$ cat config.mk
export PLATFORM = sky130hd
export DESIGN_NAME = dm_bus_arbiter
export DESIGN_NICKNAME = d
export VERILOG_FILES = /design/src/rtl/dm_bus_arbiter.sv
export SDC_FILE = /design/constraint.sdc
export NUM_CORES = 1
export LEC_CHECK = 0
export CORE_UTILIZATION = 35
export DETAILED_ROUTE_END_ITERATION = 7
export HOLD_SLACK_MARGIN = 0.02
export PLACE_DENSITY = 0.74
export SLEW_MARGIN = 5
export SYNTH_ARGS = -nofsm -noshare
export SYNTH_HDL_FRONTEND = slang
export SYNTH_SLANG_ARGS = --single-unit
$ cat constraint.sdc
create_clock -name clk -period 10.6 [get_ports clk]
set_input_delay 3.18 -clock clk [delete_from_list [all_inputs] [get_ports clk]]
set_output_delay 3.18 -clock clk [all_outputs]
set_load 0.05 [all_outputs]
$ cat src/rtl/dm_bus_arbiter.sv
// Purpose : arbitrates one shared memory bus between the CPU MEM stage and a word-only DMA engine.
// Latency : grant on the edge after an IDLE request; completes in the first busy cycle with bus_ready (min 1 cycle).
// Backpress: cpu_stall holds the CPU until its access completes; DMA holds dma_req until dma_ack.
//
// Ports:
//   clk, rst                     clock (rising edge) and asynchronous active-high reset
//   cpu_req/we/size/addr/wdata   CPU access request (size 00 word, 01 half, 10 byte)
//   cpu_rdata/stall/adel/ades    CPU read data, stall, misaligned load/store flags
//   dma_req/we/addr/wdata        DMA word request
//   dma_rdata/ack                DMA read data and one-cycle completion pulse
//   bus_req/we/addr/wdata/byteen registered bus command, constant while busy
//   bus_rdata/ready              bus response
//   bus_err                      one-cycle pulse when an access is aborted by timeout
module dm_bus_arbiter #(
    parameter int STARVE_MAX = 4,
    parameter int TIMEOUT    = 64
) (
    input  logic        clk,
    input  logic        rst,
    input  logic        cpu_req,
    input  logic        cpu_we,
    input  logic [1:0]  cpu_size,
    input  logic [31:0] cpu_addr,
    input  logic [31:0] cpu_wdata,
    output logic [31:0] cpu_rdata,
    output logic        cpu_stall,
    output logic        cpu_adel,
    output logic        cpu_ades,
    input  logic        dma_req,
    input  logic        dma_we,
    input  logic [31:0] dma_addr,
    input  logic [31:0] dma_wdata,
    output logic [31:0] dma_rdata,
    output logic        dma_ack,
    output logic        bus_req,
    output logic        bus_we,
    output logic [31:0] bus_addr,
    output logic [31:0] bus_wdata,
    output logic [3:0]  bus_byteen,
    input  logic [31:0] bus_rdata,
    input  logic        bus_ready,
    output logic        bus_err
);

    typedef enum logic [1:0] {
        IDLE     = 2'd0,
        BUSY_CPU = 2'd1,
        BUSY_DMA = 2'd2
    } state_t;

    state_t      state;
    state_t      state_nxt;
    logic [7:0]  busy_cnt;
    logic [7:0]  starve_cnt;
    logic        cpu_misaligned;
    logic        cpu_ok;
    logic        dma_force;
    logic        grant_cpu;
    logic        grant_dma;
    logic        busy;
    logic        timeout_hit;
    logic        done;
    logic [3:0]  cpu_byteen;
    logic [31:0] cpu_wdata_rep;

    // DMA is word-only, so the low address bits carry no information.
    logic unused_dma_lsb;
    assign unused_dma_lsb = ^dma_addr[1:0];

    // Alignment and write-lane formatting for the CPU request.
    always_comb begin
        cpu_misaligned = 1'b0;
        cpu_byteen     = 4'b1111;
        cpu_wdata_rep  = cpu_wdata;
        case (cpu_size)
            2'b01: begin
                cpu_misaligned = cpu_addr[0];
                cpu_byteen     = cpu_addr[1] ? 4'b1100 : 4'b0011;
                cpu_wdata_rep  = {2{cpu_wdata[15:0]}};
            end
            2'b10: begin
                cpu_byteen     = 4'b0001 << cpu_addr[1:0];
                cpu_wdata_rep  = {4{cpu_wdata[7:0]}};
            end
            default: cpu_misaligned = |cpu_addr[1:0];
        endcase
    end

    assign cpu_ok      = cpu_req && !cpu_misaligned;
    assign dma_force   = dma_req && (starve_cnt == 8'(STARVE_MAX));
    assign grant_cpu   = (state == IDLE) && cpu_ok && !dma_force;
    assign grant_dma   = (state == IDLE) && dma_req && !grant_cpu;
    assign busy        = (state != IDLE);
    assign timeout_hit = busy && !bus_ready && (busy_cnt == 8'(TIMEOUT - 1));
    assign done        = busy && (bus_ready || timeout_hit);

    // State register
    always_ff @(posedge clk or posedge rst) begin
        if (rst) state <= IDLE;
        else     state <= state_nxt;
    end

    // Next-state logic
    always_comb begin
        state_nxt = state;
        case (state)
            IDLE: begin
                if (grant_cpu)      state_nxt = BUSY_CPU;
                else if (grant_dma) state_nxt = BUSY_DMA;
            end
            BUSY_CPU, BUSY_DMA: if (done) state_nxt = IDLE;
            default: state_nxt = IDLE;
        endcase
    end

    // Requester-facing outputs. Everything is forced low while reset is held,
    // including the purely input-driven IDLE decodes.
    always_comb begin
        cpu_stall = 1'b0;
        cpu_adel  = 1'b0;
        cpu_ades  = 1'b0;
        cpu_rdata = 32'h0;
        dma_rdata = 32'h0;
        dma_ack   = 1'b0;
        bus_err   = 1'b0;
        if (!rst) begin
            case (state)
                IDLE: begin
                    cpu_stall = cpu_ok;
                    cpu_adel  = cpu_req && cpu_misaligned && !cpu_we;
                    cpu_ades  = cpu_req && cpu_misaligned && cpu_we;
                end
                BUSY_CPU: begin
                    cpu_stall = cpu_ok && !done;
                    cpu_rdata = bus_ready ? bus_rdata : 32'h0;
                    bus_err   = timeout_hit;
                end
                BUSY_DMA: begin
                    cpu_stall = cpu_ok;
                    dma_ack   = done;
                    dma_rdata = bus_ready ? bus_rdata : 32'h0;
                    bus_err   = timeout_hit;
                end
                default: ;
            endcase
        end
    end

    // Bus command registers: loaded on the grant edge, held while busy,
    // cleared on completion so the bus idles with a quiet command.
    always_ff @(posedge clk or posedge rst) begin
        if (rst) begin
            bus_req    <= 1'b0;
            bus_we     <= 1'b0;
            bus_addr   <= 32'h0;
            bus_wdata  <= 32'h0;
            bus_byteen <= 4'b0000;
        end else if (grant_cpu) begin
            bus_req    <= 1'b1;
            bus_we     <= cpu_we;
            bus_addr   <= {cpu_addr[31:2], 2'b00};
            bus_wdata  <= cpu_we ? cpu_wdata_rep : 32'h0;
            bus_byteen <= cpu_we ? cpu_byteen : 4'b0000;
        end else if (grant_dma) begin
            bus_req    <= 1'b1;
            bus_we     <= dma_we;
            bus_addr   <= {dma_addr[31:2], 2'b00};
            bus_wdata  <= dma_we ? dma_wdata : 32'h0;
            bus_byteen <= dma_we ? 4'b1111 : 4'b0000;
        end else if (done) begin
            bus_req    <= 1'b0;
            bus_we     <= 1'b0;
            bus_addr   <= 32'h0;
            bus_wdata  <= 32'h0;
            bus_byteen <= 4'b0000;
        end
    end

    // Busy-cycle counter for the timeout abort.
    always_ff @(posedge clk or posedge rst) begin
        if (rst)                  busy_cnt <= 8'd0;
        else if (grant_cpu || grant_dma || done) busy_cnt <= 8'd0;
        else if (busy)            busy_cnt <= busy_cnt + 8'd1;
    end

    // Starvation counter. A DMA grant that only happened because the CPU
    // request was misaligned does not reset fairness history.
    always_ff @(posedge clk or posedge rst) begin
        if (rst) begin
            starve_cnt <= 8'd0;
        end else if (grant_cpu && dma_req) begin
            if (starve_cnt != 8'(STARVE_MAX)) starve_cnt <= starve_cnt + 8'd1;
        end else if (grant_dma && !(cpu_req && cpu_misaligned)) begin
            starve_cnt <= 8'd0;
        end
    end

endmodule

# [Word-level counts from Yosys, hierarchy flattened]
# Cells that the tools add are included.
[word_totals] in_bits=169 reg_bits=88 output_inout_bits=139 word_cells=101
[op_classes] muxes=45 n_reduce_logical=35 shift=1 n_addsub=2 eq_ne=10
[op_table] operator="two-way mux 32 bit" n=12
[op_table] operator="case mux 32 bit (2 select lines)" n=1
[op_table] operator="two-way mux 8 bit" n=5
[op_table] operator="two-way mux 4 bit" n=6
[op_table] operator="adder 8 x 1 -> 8 bit, second input constant" n=2
[op_table] operator="logical AND 1 bit" n=15
[op_table] operator="two-way mux 1 bit" n=14
[op_table] operator="equality test 8 x 3 -> 1 bit, second input constant" n=1
[op_table] operator="equality test 8 x 6 -> 1 bit, second input constant" n=1
[op_table] operator="!= test 8 x 3 -> 1 bit, second input constant" n=1
[op_table] operator="case mux 4 bit (2 select lines)" n=1
[op_table] operator="logical NOT 1 bit" n=7
[op_table] operator="two-way mux 2 bit" n=3
[op_table] operator="nonzero test 2 bit" n=3
[op_table] operator="OR reduction 2 bit" n=3
[op_table] operator="equality test 2 x 1 -> 1 bit, second input constant" n=2
[op_table] operator="equality test 2 bit, second input constant" n=2
[op_table] operator="!= test 2 x 1 -> 1 bit, second input constant" n=2
[op_table] operator="case mux 1 bit (2 select lines)" n=2
[op_table] operator="case mux 2 bit (2 select lines)" n=1
[op_table] operator="AND reduction 2 bit" n=2
[op_table] operator="left shift 1 x 2 -> 4 bit, first input constant" n=1
[op_table] operator="logical OR 1 bit" n=3
[op_table] operator="!= test 3 bit, second input constant" n=1
[op_table] operator="other kinds (2)" n=2

# [Depth between registers and ports, before layout]
# Gate-level depths: netlist (run 1).
[logic_depth] depth_word=11 ltp_mapped=9 ltp_nobuf=6

# [Worst setup path before layout (run 1)]
# OpenSTA, ideal clock, no wires.
[synth_path] path_kind="input-to-output" startpoint="in rst" endpoint="out dma_ack" n_path_buf=0 t_arrival_ns=6.578 path_stages=3 required_time_ns=7.420 setup_slack_ns=0.842 path_cell_list="inv_1 nand2_1 nor3_1"
[synth_via] elab_chain_cells=1
[synth_rtl] element="from (decl)" line="19" text="input logic rst,"
[synth_rtl] element="two-way mux 1 bit" line="126" text="if (!rst) begin"
[synth_rtl] element="to (decl)" line="34" text="output logic dma_ack,"
# No other way between the ends.

# [Worst setup path in the final report (run 1)]
# Ends and elaborated chain as after synthesis.

==> results of run 1 <==
routing by layer:
metal  up-vias  GRT usage [%]  wire (µm)
met5         -              0          0
met1      2956          33.58       8839
li1       2981              -          -
met2       274          43.58      10090
met4         0          11.41        765
met3        51          5.650       1325
cell type report:
type	count	area share, %
Multi-Input combinational cell	510	33.45
Clock inverter	1	0.05720
Timing Repair Buffer	315	35.69
Inverter	13	0.5720
Clock buffer	15	2.946
Tap cell	188	2.688
Sequential cell	86	24.60
cells by family after synthesis:
logic type	after synthesis	share of synthesized area (%)
mux	2	0.3936
xor+xnor	2	0.3242
flops	86	39.82
simple gates	295	24.98
compound gates	200	25.77
fa+ha+maj	9	2.084
buf+inv	81	6.552
other cells	1	0.06939
sequential cells by signal, summed over array words and instances (netlist names):
| signal | flops |
|---|---|
| bus_wdata | 32 |
| bus_addr | 30 |
| busy_cnt | 8 |
| starve_cnt | 8 |
| bus_byteen | 4 |
| state | 2 |
| bus_req | 1 |
| bus_we | 1 |
through the flow:
step,utilization (%),hold slack (ns),area (µm²),cells,total power [mW]
after floorplan,-,0.4771,5408,677,1.163
after global placement,56.03,0.4832,8487,1112,1.529
after detailed placement,56.03,0.4798,8487,1112,1.535
after CTS,57.77,0.4969,8750,1128,1.832
after global routing,57.77,0.5194,8750,1128,1.909
final,57.77,0.5016,8750,1128,1.822
power by group:
group	switching, mW	total, mW	internal [mW]
Clock	0.127	0.292	0.165
Sequential	0.0552	0.482	0.427
Combinational	0.694	1.05	0.354
worst max-delay path by stage:
stage,from,end,slack (ns),cells past startpoint
final,rst,dma_ack,1.38,5
after global routing,rst,dma_rdata[22],1.13,5
after CTS,rst,dma_ack,1.31,5
after detailed placement,rst,dma_ack,1.31,5
after global placement,rst,dma_ack,1.35,5
after floorplan,rst,dma_ack,0.84,3
cell usage in the layout (no fill, tap or decap), drive strengths merged, types with 2 or more instances in the layout:
cell,instances
o31ai,4
a221o,28
dfrtp,86
buf,12
nand3,8
nand4,41
or2,2
or4,2
conb,2
a221oi,8
and4,2
o21bai,2
and2,3
clkinv,2
nor4b,2
a21oi,34
nand2,114
inv,12
o21ai,51
clkbuf,15
a32o,2
a211oi,2
nor3,13
a21boi,2
o211ai,39
or3,3
ha,9
a31oi,4
clkdlybuf4s50,303
nor2b,9
a22oi,16
and3,4
nor2,87
==> metrics.cfg, run 1 <==
[status]
status = complete, no violations

[critical_path]
cp-end-kind = output port
crit_chain = clkdlybuf4s50_1 -> clkinv_2 -> nand2_1 -> nor3_1 -> clkdlybuf4s50_1
path_max_fanout = 33
reg2reg_depth = 7
r2r_setup_slack_ns = 7.09
crit_arrival_ns = 6.04
path_delay_family = buffers and inverters
crit_type = input port to output port
reg2reg_to = bus_wdata[24]
max_stage_delay_ns = 0.86
worst_path_most_repeated_cell = clkdlybuf4s50_1
r2r_start = state[0]
critPathSlowestCell = clkdlybuf4s50_1
cp.required_ns = 7.42
worst-path-buf-inv = 3
crit_path_start_kind = input port

[synth]
synth-async-reset-ratio_pct = 100.0
synth-main-ff-cell = dfrtp_1
synth_edf_count = 0
synth_top_area_cell = dfrtp_1
syn_avg_cell_area_um2 = 7.994
yosysUniqueCellTypes = 59
synth_area_leaders = dfrtp_1 (40%), nand2_1 (7.9%), nor2_1 (6.0%)
synth-seq-cells = 86
synth.most_common_cell = nand2_1
netlist.area_leader.share_pct = 39.82
syn_area_um2 = 5404
yosysWarnings = 0
synth_commonest_cells = nand2_1 (114), dfrtp_1 (86), nor2_1 (86)
synth_seq_area_share_pct = 39.82
synthCells = 676

[timing]
tns_ns = 0
hold_viol_final = 0
rsz0062_at_grt = no
slew_headroom_pct = 23.37
final.min_clock_period_ns = 9.223
fmaxAchievable_mhz = 108.4
setup_slack_ns = 1.377
finalSetupViolCount = 0
drv_slew = 0
tightest_slew_ns = 1.149
clock_skew_ns = 0.007600
min_period_over_period_pct = 87.01

[floorplanning]
die_w_um = 126.3
fp.dieH_um = 126.3
start_util_pct = 35.68
io_pins = 308
rows = 45
core-area_um2 = 15150
die_area_um2 = 15940

[place]
gp_congestion = 0.8560
pre_cts_slack_ns = 1.305
io_buffers = 303
dpl.hpwl_um = 14930

[layout]
insertedDiodeCount = 0
area_growth_pct = 61.91
nNetsFinal = 1113
nFillCells = 1431
register_area_um2 = 2152
drive_above_1_share_pct = 3.723
multiInputGateArea_um2 = 2927

[global_route]
grt.total_usage_pct = 26.49
grt_pass1_vias = 5921
overflow = 0
grt_pass1_wl_um = 32930
grt_start_max_net_pins = 65
antenna_found_initial = 0

[routing]
vias = 6262
viasPerCell = 5.551
wl_per_cell_um = 18.63
ant_nets = 0
drtPass1Iterations = 5
drc = 0
wirelength_um = 21020
drt_iter0_markers = 402

[power_and_ir_drop]
ir_drop_mv = 0.1574
p_leak_nw = 3.356
power_density_nw_per_um2 = 208.3

[clock_network]
cts_num_sinks = 86
cts_buffers = 9
clk_root_buffer_cell = clkbuf_16
cts_tree = built
clkTransAtPathRegs_ns = 0.06
post-cts-setup-buffer-count = 0
ctsResizeCount = 0
htree_levels = 3
hold_buffers = 0
clkLatencyLatePin_ns = 0.34
clk_path_buf_depth = 2

[hold_path]
hold_start = bus_we
min_to = bus_we
hp-class = register to register
min_path_cells = 1

[flow_run]
drv_cap = 0

Power figures use the tool's default switching activity.
==> run 2: changes to the inputs <==
--- a/config.mk
+++ b/config.mk
@@ -5,6 +5,7 @@
 export SDC_FILE = /design/constraint.sdc
 export NUM_CORES = 1
 export LEC_CHECK = 0
+export CAP_MARGIN = 15
 export CORE_UTILIZATION = 35
 export DETAILED_ROUTE_END_ITERATION = 7
 export HOLD_SLACK_MARGIN = 0.02
==> results of run 2 <==
Final layout, timing and power as in run 1 (identical DEF).
==> edit: new RTL, config.mk and constraints of run 1 <==
Put a register stage on the output `bus_err`. The value now appears one clock later. The other outputs are not delayed to match. Comments in the files are not updated.
--- a/src/rtl/dm_bus_arbiter.sv
+++ b/src/rtl/dm_bus_arbiter.sv
@@ -49,4 +49,6 @@
     } state_t;
 
+    logic bus_err_d;
+
     state_t      state;
     state_t      state_nxt;
@@ -123,5 +125,5 @@
         dma_rdata = 32'h0;
         dma_ack   = 1'b0;
-        bus_err   = 1'b0;
+        bus_err_d = 1'b0;
         if (!rst) begin
             case (state)
@@ -134,5 +136,5 @@
                     cpu_stall = cpu_ok && !done;
                     cpu_rdata = bus_ready ? bus_rdata : 32'h0;
-                    bus_err   = timeout_hit;
+                    bus_err_d = timeout_hit;
                 end
                 BUSY_DMA: begin
@@ -140,5 +142,5 @@
                     dma_ack   = done;
                     dma_rdata = bus_ready ? bus_rdata : 32'h0;
-                    bus_err   = timeout_hit;
+                    bus_err_d = timeout_hit;
                 end
                 default: ;
@@ -196,4 +198,8 @@
     end
 
+    always_ff @(posedge clk) begin
+        bus_err <= bus_err_d;
+    end
+
 endmodule
 
Function: no difference found for any inputs over 4 cycles, from zero or initial values and one cycle with rst high; that may be too few to reach the edited logic, so the function may still have changed.
==> edit against run 1 <==
Synthesized area rose by 0.37%. Maximum frequency rose by 0.43%. Global-route usage fell by 1.1 points. Combinational power barely moved. Sequential share of layout area rose by 0.067 points. Wire length fell by 1.1%. Largest power group unchanged. Setup slack improved by 0.040 ns. Final cell count rose by 0.27%. Worst hold slack got worse by 0.0015 ns. Total power rose by 1.9%. Design area rose by 0.66%. Register-to-register slack improved by 0.40 ns. Sequential cell count rose by 1. Non-clock buffer count rose by 1.
==> edit: results (changes against run 1) <==
| Metric | Value |
|---|---|
| Met2 Wirelength | `9960 um (was 10,100 um)` |
| Layout cells sized above 1 | `3.93% (was 3.72%)` |
| Maximum number of pins on one net before global-route repair | `66 (was 65)` |
| Worst Clk Skew | `0.0117 ns (was 0.00760 ns)` |
| Synth cell types | `60 (was 59)` |
| Synth Area in Adders | `2.08% (about the same)` |
| Grt met3 use | `4.68% (was 5.65%)` |
| Global Route Usage Sum | `25.4% (was 26.5%)` |
| DR WL met3 | `1460 um (was 1330 um)` |
| Vias in the first global route | `5,833 (was 5,921)` |
| Asr flop ratio synth | `98.9% (was 100%)` |
| Critical path arrival | `6.00 ns (was 6.04 ns)` |
| Worst slew pin tran | `1.13 ns (was 1.15 ns)` |
| DP Worst Slack | `1.38 ns (was 1.31 ns)` |
| Reg2reg path depth | `8 (was 7)` |
| Placer Congestion | `0.853 (was 0.856)` |
| Synth Area in XOR/XNOR | `0.323% (was 0.324%)` |
| Fin crit period | `9.18 ns (was 9.22 ns)` |
| Routed Wire Length | `20,800 um (was 21,000 um)` |
| Max VDD drop | `104 uV (was 157 uV)` |
| Clk power | `0.000321 W (was 0.000292 W)` |
| Metal-1 WL | `8670 um (was 8840 um)` |
| Static leakage | `3.38 nW (was 3.36 nW)` |
| DPL Wire Length | `14,600 um (was 14,900 um)` |
| Status | `complete, no violations (unchanged)` |
| Post-synthesis compound-gate area fraction | `25.7% (was 25.8%)` |
| Number of antenna violations at the first check in global routing | `1 (was 0)` |
edit: per-stage QoR:
stage / instances / hold slack, ns
after global placement: 1114 / 0.483
after CTS: 1130 / 0.498
after detailed placement: 1114 / 0.480
final: 1131 / 0.500
after floorplan: 678 / 0.463
after global routing: 1131 / 0.528
edit: kinds of logic (layout without fill, tap and decap cells):
| family | after synthesis | after routing |
|---|---|---|
| other | 1 | 3 |
| multiplexers | 2 | 2 |
| buffers and inverters | 81 | 345 |
| flip-flops | 87 | 87 |
| adder cells (fa/ha/maj) | 9 | 9 |
| AO/OA/AOI/OAI | 200 | 200 |
| AND/OR/NAND/NOR | 295 | 295 |
| XOR/XNOR | 2 | 2 |
edit: cell type report:
class	instances	area, um^2	area share (%)
repair buffers	316	3130	35.5
multi-input cells	510	2920	33.2
flip-flops and latches	87	2170	24.7
clock buffers	13	250	2.84
well taps	188	235	2.67
inverters	13	50.0	0.568
clock inverters	3	42.5	0.483
diodes	1	2.50	0.0284
